[src/rtl/mealy_io_pkg.sv]
// Shared types and defaults for the Mealy step machine and its input conditioner.
package mealy_io_pkg;

    localparam int unsigned SW_W                = 2;
    localparam int unsigned DEBOUNCE_CYCLES_DEF = 16;

    typedef logic [SW_W-1:0] sym_t;

    // Counter width able to hold 0..n-1, never narrower than one bit.
    function automatic int unsigned cnt_width(input int unsigned n);
        return (n > 1) ? $clog2(n) : 1;
    endfunction

endpackage

[src/rtl/debounce_cell.sv]
// One-bit two-flop synchroniser followed by a stable-sample debouncer.
module debounce_cell
    import mealy_io_pkg::*;
#(
    parameter int unsigned DEBOUNCE_CYCLES = DEBOUNCE_CYCLES_DEF
) (
    input  logic clk,
    input  logic reset_n,
    input  logic i_raw,
    output logic o_sync,
    output logic o_deb,
    output logic o_deb_d
);

    localparam int unsigned CW = cnt_width(DEBOUNCE_CYCLES);

    logic          r_s1;
    logic          r_s2;
    logic          r_deb;
    logic [CW-1:0] r_cnt;
    logic [CW-1:0] w_cnt_d;
    logic          w_deb_d;

    always_comb begin
        w_deb_d = r_deb;
        w_cnt_d = '0;
        if (r_s2 != r_deb) begin
            if (r_cnt == CW'(DEBOUNCE_CYCLES - 1)) begin
                w_deb_d = r_s2;
            end else begin
                w_cnt_d = r_cnt + 1'b1;
            end
        end
    end

    always_ff @(posedge clk or negedge reset_n) begin
        if (!reset_n) begin
            r_s1  <= 1'b0;
            r_s2  <= 1'b0;
            r_deb <= 1'b0;
            r_cnt <= '0;
        end else begin
            r_s1  <= i_raw;
            r_s2  <= r_s1;
            r_deb <= w_deb_d;
            r_cnt <= w_cnt_d;
        end
    end

    assign o_sync  = r_s2;
    assign o_deb   = r_deb;
    assign o_deb_d = w_deb_d;

endmodule

[src/rtl/mealy_input_stage.sv]
// Input conditioner ahead of the Mealy step FSM: debounced symbol, step strobe, step counter.
// Define MEALY_AUTOSTEP_EN to add the auto_mode port and timer-driven stepping.
module mealy_input_stage
    import mealy_io_pkg::*;
#(
    parameter int unsigned DEBOUNCE_CYCLES = DEBOUNCE_CYCLES_DEF,
    parameter int unsigned CNT_W           = 8
`ifdef MEALY_AUTOSTEP_EN
    ,
    parameter int unsigned AUTO_PERIOD     = 1000
`endif
) (
    input  logic             clk,
    input  logic             reset_n,
    input  sym_t             sw_raw,
    input  logic             btn_raw,
`ifdef MEALY_AUTOSTEP_EN
    input  logic             auto_mode,
`endif
    output sym_t             sw_out,
    output logic             step_pulse,
    output logic [CNT_W-1:0] step_count
);

    sym_t             w_sw_sync;
    sym_t             w_sw_deb;
    sym_t             w_sw_deb_d;
    logic             w_btn_sync;
    logic             w_btn_deb;
    logic             w_btn_deb_d;
    logic             w_btn_edge;
    logic             w_step_d;
    logic             w_unused;

    logic [1:0]       r_prime;
    logic             r_armed;
    logic             r_btn_q;
    logic             r_step_pulse;
    sym_t             r_sw_out;
    logic [CNT_W-1:0] r_step_count;

    for (genvar i = 0; i < SW_W; i++) begin : g_sw
        debounce_cell #(
            .DEBOUNCE_CYCLES(DEBOUNCE_CYCLES)
        ) u_deb (
            .clk     (clk),
            .reset_n (reset_n),
            .i_raw   (sw_raw[i]),
            .o_sync  (w_sw_sync[i]),
            .o_deb   (w_sw_deb[i]),
            .o_deb_d (w_sw_deb_d[i])
        );
    end

    debounce_cell #(
        .DEBOUNCE_CYCLES(DEBOUNCE_CYCLES)
    ) u_deb_btn (
        .clk     (clk),
        .reset_n (reset_n),
        .i_raw   (btn_raw),
        .o_sync  (w_btn_sync),
        .o_deb   (w_btn_deb),
        .o_deb_d (w_btn_deb_d)
    );

    assign w_unused   = ^{w_sw_sync, w_sw_deb, w_btn_deb_d};
    assign w_btn_edge = w_btn_deb & ~r_btn_q & r_armed;

`ifdef MEALY_AUTOSTEP_EN
    localparam int unsigned PW = cnt_width(AUTO_PERIOD);

    logic [PW-1:0] r_period;
    logic          w_auto_fire;

    assign w_auto_fire = auto_mode && (r_period == PW'(AUTO_PERIOD - 1));
    // Button edges are ignored while the timer owns the strobe.
    assign w_step_d    = auto_mode ? w_auto_fire : w_btn_edge;

    always_ff @(posedge clk or negedge reset_n) begin
        if (!reset_n) begin
            r_period <= '0;
        end else if (!auto_mode || w_auto_fire) begin
            r_period <= '0;
        end else begin
            r_period <= r_period + 1'b1;
        end
    end
`else
    assign w_step_d = w_btn_edge;
`endif

    always_ff @(posedge clk or negedge reset_n) begin
        if (!reset_n) begin
            r_prime      <= '0;
            r_armed      <= 1'b0;
            r_btn_q      <= 1'b0;
            r_step_pulse <= 1'b0;
            r_sw_out     <= '0;
            r_step_count <= '0;
        end else begin
            // Arm only on a real released sample, not on the reset value still in the sync pipe.
            r_prime <= {r_prime[0], 1'b1};
            if (&r_prime && !w_btn_sync && !w_btn_deb) begin
                r_armed <= 1'b1;
            end
            r_btn_q      <= w_btn_deb;
            r_step_pulse <= w_step_d;
            // Hold the symbol while the strobe is high so the FSM samples the pre-step value.
            if (!w_step_d) begin
                r_sw_out <= w_sw_deb_d;
            end
            if (r_step_pulse) begin
                r_step_count <= r_step_count + 1'b1;
            end
        end
    end

    assign sw_out     = r_sw_out;
    assign step_pulse = r_step_pulse;
    assign step_count = r_step_count;

endmodule

[config.mk]
export PLATFORM = sky130hd
export DESIGN_NAME = mealy_input_stage
export DESIGN_NICKNAME = d
export VERILOG_FILES = /design/src/rtl/mealy_io_pkg.sv /design/src/rtl/debounce_cell.sv /design/src/rtl/mealy_input_stage.sv
export SDC_FILE = /design/constraint.sdc
export NUM_CORES = 1
export LEC_CHECK = 0
export ABC_AREA = 0
export BUFFER_PORTS_ARGS = -buffer_cell sky130_fd_sc_hd__clkbuf_2
export CORE_MARGIN = 8
export CORE_UTILIZATION = 59
export CTS_BUF_LIST = sky130_fd_sc_hd__clkbuf_8
export DETAILED_ROUTE_END_ITERATION = 8
export HOLD_SLACK_MARGIN = 0.03
export PLACE_DENSITY = 0.81
export SLEW_MARGIN = 20
export SYNTH_ARGS = -nofsm -noshare
export SYNTH_HDL_FRONTEND = slang
export SYNTH_SLANG_ARGS = --single-unit
[constraint.sdc]
create_clock -name clk -period 1.9 [get_ports clk]
set_input_delay 0.19 -clock clk [delete_from_list [all_inputs] [get_ports clk]]
set_output_delay 0.19 -clock clk [all_outputs]
set_load 0.05 [all_outputs]
# After elaboration in Yosys (flattened, before gate mapping)
# Index checks and enable logic that the tools add are counted.
[word_totals]
regBits = 36
input_bits = 5
out_inout_bits = 11
elab_cells = 47
[classes]
add_sub_neg = 4
n_eq_ne = 6
mux = 10
bitwise = 3
n_reduce_logical = 6
[ops]
columns = ["op", "n"]
rows = [
  ["$mux 4", 6],
  ["$add 4x1->4 const B", 3],
  ["$eq 4x4->1 const B", 3],
  ["$add 8x1->8 const B", 1],
  ["$mux 1", 4],
  ["$reduce_and 2->1", 2],
  ["$ne 1x1->1", 3],
  ["$and 1x1->1", 2],
  ["$logic_and 1x1->1", 2],
  ["$logic_not 1->1", 2],
  ["$not 1->1", 1],
]

# Logic depth before layout (Yosys ltp)
# Gate-level depths: netlist of run 1.
[logic_depth]
word_depth = 3
mapped_depth = 4
ltp_nobuf = 4

# Cells and area by module
# A second synthesis of run 1 with hierarchy kept.
[unflattened]
cells_unflattened = 94
area_unflattened_um2 = 1373.8
[modules_own_cells]
columns = ["module", "n_inst", "cells_each", "area_each_um2", "seq_area_each_um2"]
rows = [
  ["debounce_cell", 3, 18, 270.3, 175.2],
  ["mealy_input_stage", 1, 40, 563.0, 375.4],
]

# Worst setup path after synthesis of run 1
# No wires, ideal clock.
[synth_path]
kind = "reg-to-reg"
startpoint = "register r_step_count[0], in the netlist step_count[0]"
endpoint = "register r_step_count[6], in the netlist step_count[6]"
setup_ns = 0.082
arrival_time_ns = 1.320
required_ns = 1.818
slack_ns = 0.498
path_stages_with_launch = 5
path_buffers = 0
period_less_slack_ns = 1.402
path_cell_list = "dfrtp_1 -> ha_1 -> nand4_1 -> nor2_1 -> xor2_1"
[synth_between]
elab_chain_len = 1
[synth_lines]
columns = ["element", "line", "rtl"]
rows = [
  ["from (decl)", "mealy_input_stage.sv:40", "logic [CNT_W-1:0] r_step_count;"],
  ["from (signal assigned)", "mealy_input_stage.sv:113", "r_step_count <= r_step_count + 1'b1;"],
  ["$add 8x1->8", "mealy_input_stage.sv:113", ""],
]
# Every way passes these cells.
# A chain may end at the register's enable or synchronous reset.

# Final worst setup path of run 1
[layout_path]
startpoint = "register g_sw[1].u_deb.r_cnt[0]"
endpoint = "register r_sw_out[1], in the netlist sw_out[1]"
[layout_between]
elab_chain_len = 3
[layout_lines]
columns = ["element", "line", "rtl"]
rows = [
  ["from (decl)", "debounce_cell.sv:20", "logic [CW-1:0] r_cnt;"],
  ["from (signal assigned)", "debounce_cell.sv:46", "r_cnt <= w_cnt_d;"],
  ["$eq 4x4->1", "debounce_cell.sv:28", "if (r_cnt == CW'(DEBOUNCE_CYCLES - 1)) begin"],
  ["$mux 1", "debounce_cell.sv:28", ""],
  ["$mux 1", "debounce_cell.sv:27", "if (r_s2 != r_deb) begin"],
  ["via g_sw[1].u_deb.o_deb_d", "debounce_cell.sv:12", "output logic o_deb_d"],
  ["to (signal assigned)", "mealy_input_stage.sv:110", "r_sw_out <= w_sw_deb_d;"],
  ["to (decl)", "mealy_input_stage.sv:39", "sym_t r_sw_out;"],
]
# The timed path passes the listed nets, and every way through them passes these cells.

==> results of run 1 <==
-- critical path: stages (launching register included) --
cell     delay (ns)
dfrtp_1        0.41
ha_1           0.27
nand3_2        0.09
mux2_4         0.30
mux2_2         0.26
-- metal layers --
metal  track usage, %  share of wire [%]  vias up
met5                0                  0        -
met4             7.36                2.3        0
met3             6.45                8.3        5
met2             18.5                 44       23
met1             12.8                 45      406
li1                 -                  -      398
-- kinds of logic after synthesis --
group / share of synthesized area (%)
xor gates and xnor gates: 8.29
AOI/OAI and AO/OA: 3.92
adders and majority gates: 3.64
muxes: 5.46
DFF: 65.6
other: 0.273
buffers and inverters: 1.09
and+or+nand+nor: 11.7
-- cell type report --
cell class / instances / area (um^2) / area share (%)
repair buffers: 19 / 115 / 7.13
flip-flops and latches: 36 / 901 / 55.8
clock inverters: 2 / 7.51 / 0.465
inverters: 4 / 15.0 / 0.930
clock buffers: 6 / 82.6 / 5.12
well taps: 28 / 35.0 / 2.17
multi-input cells: 60 / 458 / 28.4
-- stage by stage --
stage	area, um^2	utilization [%]	worst slack [ns]	instances	power, W
after floorplan	1370	-	0.498	100	0.000856
after global placement	1480	67.1	0.519	143	0.000880
after detailed placement	1480	67.1	0.467	143	0.000887
after CTS	1610	73.0	0.460	155	0.00142
after global routing	1610	73.0	0.416	155	0.00147
final	1610	73.0	0.447	155	0.00140
-- placed cells by master (no fill, tap or decap), drive strengths merged --
cell type    count
inv              6
xnor2           11
nor2b            3
o21ai            3
nand3            3
nand4            3
nand2            3
conb             1
and3             2
dfrtp           36
a31o             1
ha               4
a21oi            6
dlygate4sd3      4
nor3b            3
nand4b           3
clkbuf          21
nand3b           1
nor2             5
xor2             2
mux2             6
-- power groups by stage --
stage / Combinational [W] / Clock, W / Sequential (W)
3_3_place_gp: 0.0000565 / 0 / 0.000824
2_1_floorplan: 0.0000327 / 0 / 0.000824
5_1_grt: 0.0000769 / 0.000576 / 0.000816
3_5_place_dp: 0.0000598 / 0 / 0.000827
4_1_cts: 0.0000668 / 0.000545 / 0.000813
6_report: 0.0000654 / 0.000525 / 0.000813
-- flip-flops by register name, indices dropped and copies added (netlist names) --
signal and count:
u_deb_btn.o_sync 1, g_sw.u_deb.r_cnt 8, r_btn_q 1, g_sw.u_deb.r_s1 2, g_sw.u_deb.o_deb 2, r_prime 2
u_deb_btn.r_s1 1, step_count 8, u_deb_btn.r_cnt 4, u_deb_btn.o_deb 1, step_pulse 1, g_sw.u_deb.o_sync 2
sw_out 2, r_armed 1
-- worst max path at each step --
stage                     slack [ns]                   start            end
after CTS                       0.46  g_sw[1].u_deb.r_cnt[0]      sw_out[1]
final                           0.45  g_sw[1].u_deb.r_cnt[0]      sw_out[1]
after detailed placement        0.47  g_sw[1].u_deb.r_cnt[0]      sw_out[1]
after global routing            0.42  g_sw[1].u_deb.r_cnt[0]      sw_out[1]
after global placement          0.52  g_sw[1].u_deb.r_cnt[0]      sw_out[1]
after floorplan                 0.50           step_count[0]  step_count[6]
==> flow_summary.json, run 1 <==
{
  "synthToLayoutAreaGrowth_pct": 17.5,
  "grt-ovfl-total": 0,
  "netlist.top_cell.by_area": "dfrtp_1",
  "worst_hold_slack_ns": 0.351,
  "cts_num_sinks": 36,
  "worst_hold_path.endpoint": "g_sw[1].u_deb.o_sync",
  "synth_area_per_cell_um2": 13.7,
  "worstSetupPathType": "register to register",
  "grt_first_pass_wirelength_mm": 3.83,
  "synthesis.nets": 109,
  "p_sw_w": 0.000298,
  "clock_path_buffers": 2,
  "worst_r2r_endpoint": "sw_out[1]",
  "finalWorstPathRequiredPeriod_ns": 1.45,
  "run_status": "finished, final reports clean",
  "insertedDiodeCount": 0,
  "rsz_0062_raised_after_global_routing": "false",
  "setup-violations-final": 0,
  "pin_count_of_the_biggest_net_entering_global_routing": 37,
  "cts_root_buffer": "clkbuf_8",
  "drt_iter0_drc": 25,
  "post-cts-setup-buffers": 0,
  "post_synth_instance_area_um2": 1370,
  "internal-power_w": 0.00111,
  "filler_cell_count": 163,
  "start_util_pct": 62.1,
  "route.antenna.remaining_nets": 0,
  "finalMaxSlewViolations": 0,
  "clock_skews_ns": 0.00529,
  "floorplan.die_area_um2": 4130,
  "share_of_power_burned_in_combinational_logic_pct": 4.7,
  "synthesis.yosys.warnings": 0,
  "synth-edff-count": 0,
  "worstRegToRegCells": 4,
  "clock_tree_from_tritoncts": "yes",
  "worst_setup_path_end_kind": "register",
  "grt_antenna_before_repair": 0,
  "post_route_cells_drive_above_1_share_pct": 23.6,
  "power.sequential.fraction_pct": 57.9,
  "yosys.cell_count.top_type": "dfrtp_1",
  "slew-limit-headroom_pct": 43.7,
  "chipWidth_um": 64.3,
  "worstPathArrival_ns": 1.62,
  "max-cap-violations": 0,
  "buffer_ports.inserted": 15,
  "nNetsFinal": 135,
  "asyncSetResetFlopFracSynth_pct": 100,
  "place_hpwl_mm": 1.48,
  "postRouteWirelength_mm": 2.17,
  "critPathLaunchType": "register",
  "seq_area_frac_synth_pct": 65.6,
  "rrSetupSlack_ns": 0.45,
  "tightestPinTransition_ns": 0.845,
  "min_path_type": "register to register",
  "global_route.usage.total_pct": 12.0,
  "synthDominantCellAreaShare_pct": 65.6,
  "timing.hold.worst.start": "g_sw[1].u_deb.r_s1",
  "synth_top_flop_cell": "dfrtp_1",
  "worstHoldPathCells": 0,
  "clk_pin_slew_worst_paths_ns": 0.06,
  "floorplan.io_pins": 16,
  "crit_path_max_fanout": 4,
  "syn_inst": 100,
  "cts-buffers-inserted": 5,
  "globalplace.congestion": 0.696,
  "clk-insertion-delay-late_ns": 0.28,
  "final_hold_violation_count": 0,
  "power-per-cell-area_nw_per_um2": 869,
  "vias": 832,
  "drt-vias-per-instance": 5.37,
  "totalNegativeSetupSlack_ns": 0,
  "power.clock.fraction_pct": 37.4,
  "ctsResizeCount": 0,
  "switching_share_pct": 21.2,
  "critical_path.reg2reg.startpoint": "g_sw[1].u_deb.r_cnt[0]",
  "core_area_um2": 2210,
  "remaining_drc_errors": 0,
  "ys_seq_elements": 36,
  "drtPass1Iterations": 4,
  "vdd_drop_max_v": 0.000835,
  "post-route-period-util_pct": 76.5,
  "cp_data_required_time_ns": 2.07,
  "synth.top_cells.by_area": "dfrtp_1 66%, xnor2_1 7.0%, ha_1 3.6%",
  "synth_cell_type_count": 21,
  "routed_wire_length_per_instance_um": 14.0,
  "holdBufCountCts": 4,
  "num_rows": 17,
  "fp.dieH_um": 64.3,
  "synth_common_cells": "36 x dfrtp_1, 11 x xnor2_1, 6 x a21oi_1",
  "cellLeakagePower_nw": 0.791,
  "via_count_of_the_first_global_routing_pass": 873,
  "cts_max_level": 2,
  "max_freq_mhz": 688
}
Note: power is estimated with default switching activity, not from simulation.
==> run 2, diff against run 1 <==
clock period = 1.49 ns   (was 1.9 ns; I/O delays follow)
==> run 2 against run 1 <==
- global-route usage down 0.49 points
- clock skew down 0.0028 ns
- first-iteration DRC count up 8.0%
- cell count up 0.65%
- count of clock-buffer cells in the layout unchanged
- register-to-register slack worse by 0.39 ns
- sequential cell count unchanged
==> flow_summary.json, run 2 (synthesis gave the netlist of run 1 again) <==
{
  "run_status": "finished, final reports clean",
  "grt_antenna_before_repair": 0,
  "start_util_pct": 62.1,
  "insertedDiodeCount": 0,
  "drtPass1Iterations": 4,
  "place_hpwl_mm": 1.49,
  "critical-path-slowest-cell": "dfrtp_1",
  "clk_pin_slew_worst_paths_ns": 0.06,
  "clk-insertion-delay-late_ns": 0.28,
  "worstPathArrival_ns": 1.60,
  "max_freq_mhz": 699,
  "cp_data_required_time_ns": 1.66,
  "vias": 817,
  "buffer_ports.inserted": 15,
  "rsz_0062_raised_after_global_routing": "false",
  "cts_root_buffer": "clkbuf_8",
  "totalNegativeSetupSlack_ns": 0,
  "timing.critical_path.slowest_cell_delay_ns": 0.41,
  "core_area_um2": 2210,
  "timing.hold.worst.start": "u_deb_btn.r_s1",
  "pre_cts_ws_ns": 0.0685,
  "clock_path_buffers": 2,
  "via_count_of_the_first_global_routing_pass": 884,
  "cp-endpoint": "sw_out[1]",
  "globalplace.congestion": 0.691,
  "nNetsFinal": 136,
  "finalMaxSlewViolations": 0,
  "internal-power_w": 0.00141,
  "crit_path_max_fanout": 4,
  "cp_cell_sequence": "ha_1 -> nand3_2 -> mux2_4 -> mux2_2",
  "critical_path.reg2reg.startpoint": "g_sw[1].u_deb.r_cnt[0]",
  "post_dp_cell_area_um2": 1490,
  "clock_skews_ns": 0.00249,
  "global_route.usage.total_pct": 11.5,
  "route.antenna.remaining_nets": 0,
  "layout.cells.most_common_list": "36 x dfrtp_1, 15 x clkbuf_2, 11 x xnor2_1",
  "final_hold_violation_count": 0,
  "critPathLaunchType": "register",
  "drt_iter0_drc": 27,
  "worst_r2r_endpoint": "sw_out[1]",
  "post-route-worst-setup-slack_ns": 0.0598,
  "worstSetupPathType": "register to register",
  "post-cts-setup-buffers": 0,
  "p_sw_w": 0.000371,
  "rrSetupSlack_ns": 0.06,
  "pin_count_of_the_biggest_net_entering_global_routing": 37,
  "floorplan.io_pins": 16,
  "setup-violations-final": 0,
  "cts-buffers-inserted": 5,
  "remaining_drc_errors": 0,
  "ctsResizeCount": 0,
  "power-per-cell-area_nw_per_um2": 1100,
  "worst_setup_path_end_kind": "register",
  "synthToLayoutAreaGrowth_pct": 18.0,
  "switching_share_pct": 20.8,
  "routed_wire_length_per_instance_um": 14.2,
  "cts_num_sinks": 36,
  "grt_first_pass_wirelength_mm": 3.71,
  "drt-vias-per-instance": 5.24,
  "post_route_cells_drive_above_1_share_pct": 24.2,
  "worstRegToRegCells": 4,
  "post-route-period-util_pct": 96.0,
  "postRouteWirelength_mm": 2.21,
  "share_of_the_core_filled_with_cells_in_the_final_layout_pct": 73.3,
  "floorplan.die_area_um2": 4130,
  "mostFrequentLayoutCell": "dfrtp_1",
  "clock_tree_from_tritoncts": "yes",
  "cts_max_level": 2,
  "power.clock.fraction_pct": 37.0,
  "chipWidth_um": 64.3,
  "fp.dieH_um": 64.3,
  "cellLeakagePower_nw": 0.795,
  "max-cap-violations": 0,
  "min_path_type": "register to register",
  "vdd_drop_max_v": 0.000911,
  "grt-ovfl-total": 0,
  "num_rows": 17,
  "holdBufCountCts": 4,
  "final_area_um2": 1620,
  "finalWorstPathRequiredPeriod_ns": 1.43,
  "power.sequential.fraction_pct": 58.2,
  "share_of_power_burned_in_combinational_logic_pct": 4.8,
  "crit_path_start": "g_sw[1].u_deb.r_cnt[0]"
}
==> run 2: cell count changes in the layout (fill, tap and decap cells not counted) <==
cell / delta
buf_4: +1
==> run 2: critical path: cells and delay by family, from the launching register on <==
family | cells | cell delay (ns)
and+or+nand+nor | 1 | 0.09
adders and majority gates | 1 | 0.26
muxes | 2 | 0.56
DFF | 1 | 0.41
==> run 2: worst min path at each step <==
stage | end | slack, ns | cells past startpoint
final | u_deb_btn.o_sync | 0.35 | 0
after global routing | g_sw[0].u_deb.o_sync | 0.36 | 0
after CTS | u_deb_btn.o_sync | 0.35 | 0
after detailed placement | step_count[5] | 0.21 | 2
after global placement | step_count[7] | 0.20 | 2
after floorplan | g_sw[0].u_deb.o_deb | -0.15 | 0
==> run 2: routing by layer <==
layer	part of all wire, %	vias to the layer above	GRT usage (%)
met5	0	-	0
met4	1.2	0	5.72
met3	7.8	5	6.10
met2	46	20	18.3
met1	45	399	12.4
li1	-	393	-
==> run 2: power by group through the flow <==
stage / registers, W / clock network, W / logic (W)
floorplan: 0.00105 / 0 / 0.0000417
global placement: 0.00105 / 0 / 0.0000749
detailed placement: 0.00105 / 0 / 0.0000789
CTS: 0.00104 / 0.000685 / 0.0000889
global route: 0.00104 / 0.000717 / 0.000100
finish: 0.00104 / 0.000659 / 0.0000861
==> run 2: final cells by class <==
class	instances	area, um^2
repair buffers	20	123
clock buffers	6	82.6
inverters	4	15.0
flip-flops and latches	36	901
clock inverters	2	7.51
well taps	28	35.0
multi-input cells	60	458
fillers	160	591
==> run 2: through the flow <==
| stage | cells | power (W) | hold WS, ns |
|---|---|---|---|
| 5_1_grt | 156 | 0.00186 | 0.357 |
| 2_1_floorplan | 100 | 0.00109 | -0.147 |
| 3_5_place_dp | 144 | 0.00113 | 0.206 |
| 6_report | 156 | 0.00178 | 0.349 |
| 4_1_cts | 156 | 0.00181 | 0.352 |
| 3_3_place_gp | 144 | 0.00113 | 0.202 |
==> run 3, diff against run 2 <==
CORE_MARGIN = unset   (was 8)
==> run 3 against run 2 <==
- combinational power up 0.8%
- non-clock buffer count unchanged
- register-to-register slack about the same
- routed wire length down 3.6%
- fmax down 0.19%
- via count down 1.1%
- setup slack worse by 0.0027 ns
- die area down 39%
- sequential power about the same
- sequential share of layout area unchanged
- clock skew up 0.0029 ns
==> flow_summary.json, run 3 (synthesis gave the netlist of run 1 again) <==
{
  "run_status": "finished, final reports clean",
  "grt_first_pass_wirelength_mm": 3.48,
  "insertedDiodeCount": 0,
  "number_of_placed_instances_taps_included": 144,
  "clk-insertion-delay-late_ns": 0.28,
  "pin_count_of_the_biggest_net_entering_global_routing": 37,
  "place_hpwl_mm": 1.34,
  "worstSetupPathType": "register to register",
  "floorplan.die_area_um2": 2530,
  "critPathLaunchType": "register",
  "post_route_cells_drive_above_1_share_pct": 24.2,
  "power-per-cell-area_nw_per_um2": 1110,
  "setup-violations-final": 0,
  "routed_wire_length_per_instance_um": 13.7,
  "multi_input_comb_area_um2": 458,
  "global_route.usage.total_pct": 20.6,
  "cts_root_buffer": "clkbuf_8",
  "worstPathArrival_ns": 1.60,
  "start_util_pct": 62.1,
  "clock_skews_ns": 0.00536,
  "final_area_um2": 1620,
  "holdBufCountCts": 4,
  "cts-buffers-inserted": 5,
  "final_hold_violation_count": 0,
  "core_area_um2": 2210,
  "remaining_drc_errors": 0,
  "chipWidth_um": 50.3,
  "vias": 808,
  "floorplan.io_pins": 16,
  "worst_hold_slack_ns": 0.348,
  "rsz_0062_raised_after_global_routing": "false",
  "switching_share_pct": 21.7,
  "instances_no_fill": 156,
  "ctsResizeCount": 0,
  "finalMaxSlewViolations": 0,
  "postRouteWirelength_mm": 2.13,
  "drt-vias-per-instance": 5.18,
  "seqCellArea_um2": 901,
  "fp.dieH_um": 50.3,
  "post_dp_cell_area_um2": 1490,
  "route.antenna.remaining_nets": 0,
  "buffer_ports.inserted": 15,
  "layout.cells.most_common_list": "36 x dfrtp_1, 15 x clkbuf_2, 11 x xnor2_1",
  "globalplace.congestion": 0.719,
  "grt_antenna_before_repair": 0,
  "worst_setup_path_end_kind": "register",
  "finalWorstPathRequiredPeriod_ns": 1.43,
  "totalNegativeSetupSlack_ns": 0,
  "internal-power_w": 0.00141,
  "nNetsFinal": 136,
  "synthToLayoutAreaGrowth_pct": 18.0,
  "crit_path_max_fanout": 4,
  "clock_path_buffers": 2,
  "p_sw_w": 0.000391,
  "post-cts-setup-buffers": 0,
  "max-cap-violations": 0,
  "cellLeakagePower_nw": 0.795,
  "cp_data_required_time_ns": 1.66,
  "max_freq_mhz": 698,
  "grt-ovfl-total": 0,
  "power.sequential.fraction_pct": 57.5,
  "cts_num_sinks": 36,
  "filler_cell_count": 156,
  "min_path_type": "register to register",
  "mostFrequentLayoutCell": "dfrtp_1",
  "clock_tree_from_tritoncts": "yes",
  "share_of_power_burned_in_combinational_logic_pct": 4.8,
  "via_count_of_the_first_global_routing_pass": 863,
  "num_rows": 17,
  "post-route-period-util_pct": 96.2,
  "vdd_drop_max_v": 0.00106,
  "power.clock.fraction_pct": 37.7,
  "drtPass1Iterations": 4,
  "clk_pin_slew_worst_paths_ns": 0.06,
  "cts_max_level": 2,
  "drt_iter0_drc": 7
}
run 3: cell counts in the layout (fill, tap and decap cells not counted):
Identical to the previous run, type by type.
run 3: path summary, 6_finish.rpt:
| kind | start | end | slack, ns | cells after the start |
|---|---|---|---|---|
| hold / removal | g_sw[1].u_deb.r_s1 | g_sw[1].u_deb.o_sync | 0.35 | 0 |
| min in group asynchronous | reset_n | step_count[6] | 0.43 | 3 |
| setup / recovery | g_sw[1].u_deb.r_cnt[0] | sw_out[1] | 0.06 | 4 |
| hold reg to reg | g_sw[1].u_deb.r_s1 | g_sw[1].u_deb.o_sync | 0.35 | 0 |
| setup reg to reg | g_sw[1].u_deb.r_cnt[0] | sw_out[1] | 0.06 | 4 |
| max in group asynchronous | reset_n | u_deb_btn.o_deb | 0.75 | 3 |
run 3: worst max-delay path: stages (launching register included):
cell and delay, ns:
dfrtp_1 0.41, ha_1 0.26, nand3_2 0.09, mux2_4 0.30, mux2_2 0.26
run 3: power by group through the flow:
stage           logic, W  registers (W)  clock network (W)
2_1_floorplan  0.0000417        0.00105                  0
3_3_place_gp   0.0000742        0.00105                  0
3_5_place_dp   0.0000797        0.00105                  0
4_1_cts        0.0000897        0.00104           0.000705
5_1_grt        0.0000990        0.00104           0.000732
6_report       0.0000868        0.00104           0.000680
run 3: final cells by class:
type                       count  share of cell area [%]
multi-input combinational     60                    28.2
timing repair buffer          20                    7.56
inverter                       4                   0.926
clock inverter                 2                   0.463
clock buffer                   6                    5.09
sequential                    36                    55.6
tap                           28                    2.16
run 3: layer usage:
layer | share of wire, % | global-route usage [%]
met5 | 0 | 0
met4 | 4.0 | 20.0
met3 | 3.7 | 6.36
met2 | 50 | 34.7
met1 | 42 | 19.3
run 3: stage by stage:
step	power [W]	worst slack, ns	utilization (%)
2_1_floorplan	0.00109	0.0882	-
3_3_place_gp	0.00112	0.109	67.4
3_5_place_dp	0.00113	0.0650	67.4
4_1_cts	0.00183	0.0504	73.3
5_1_grt	0.00187	0.0154	73.3
6_report	0.00180	0.0571	73.3
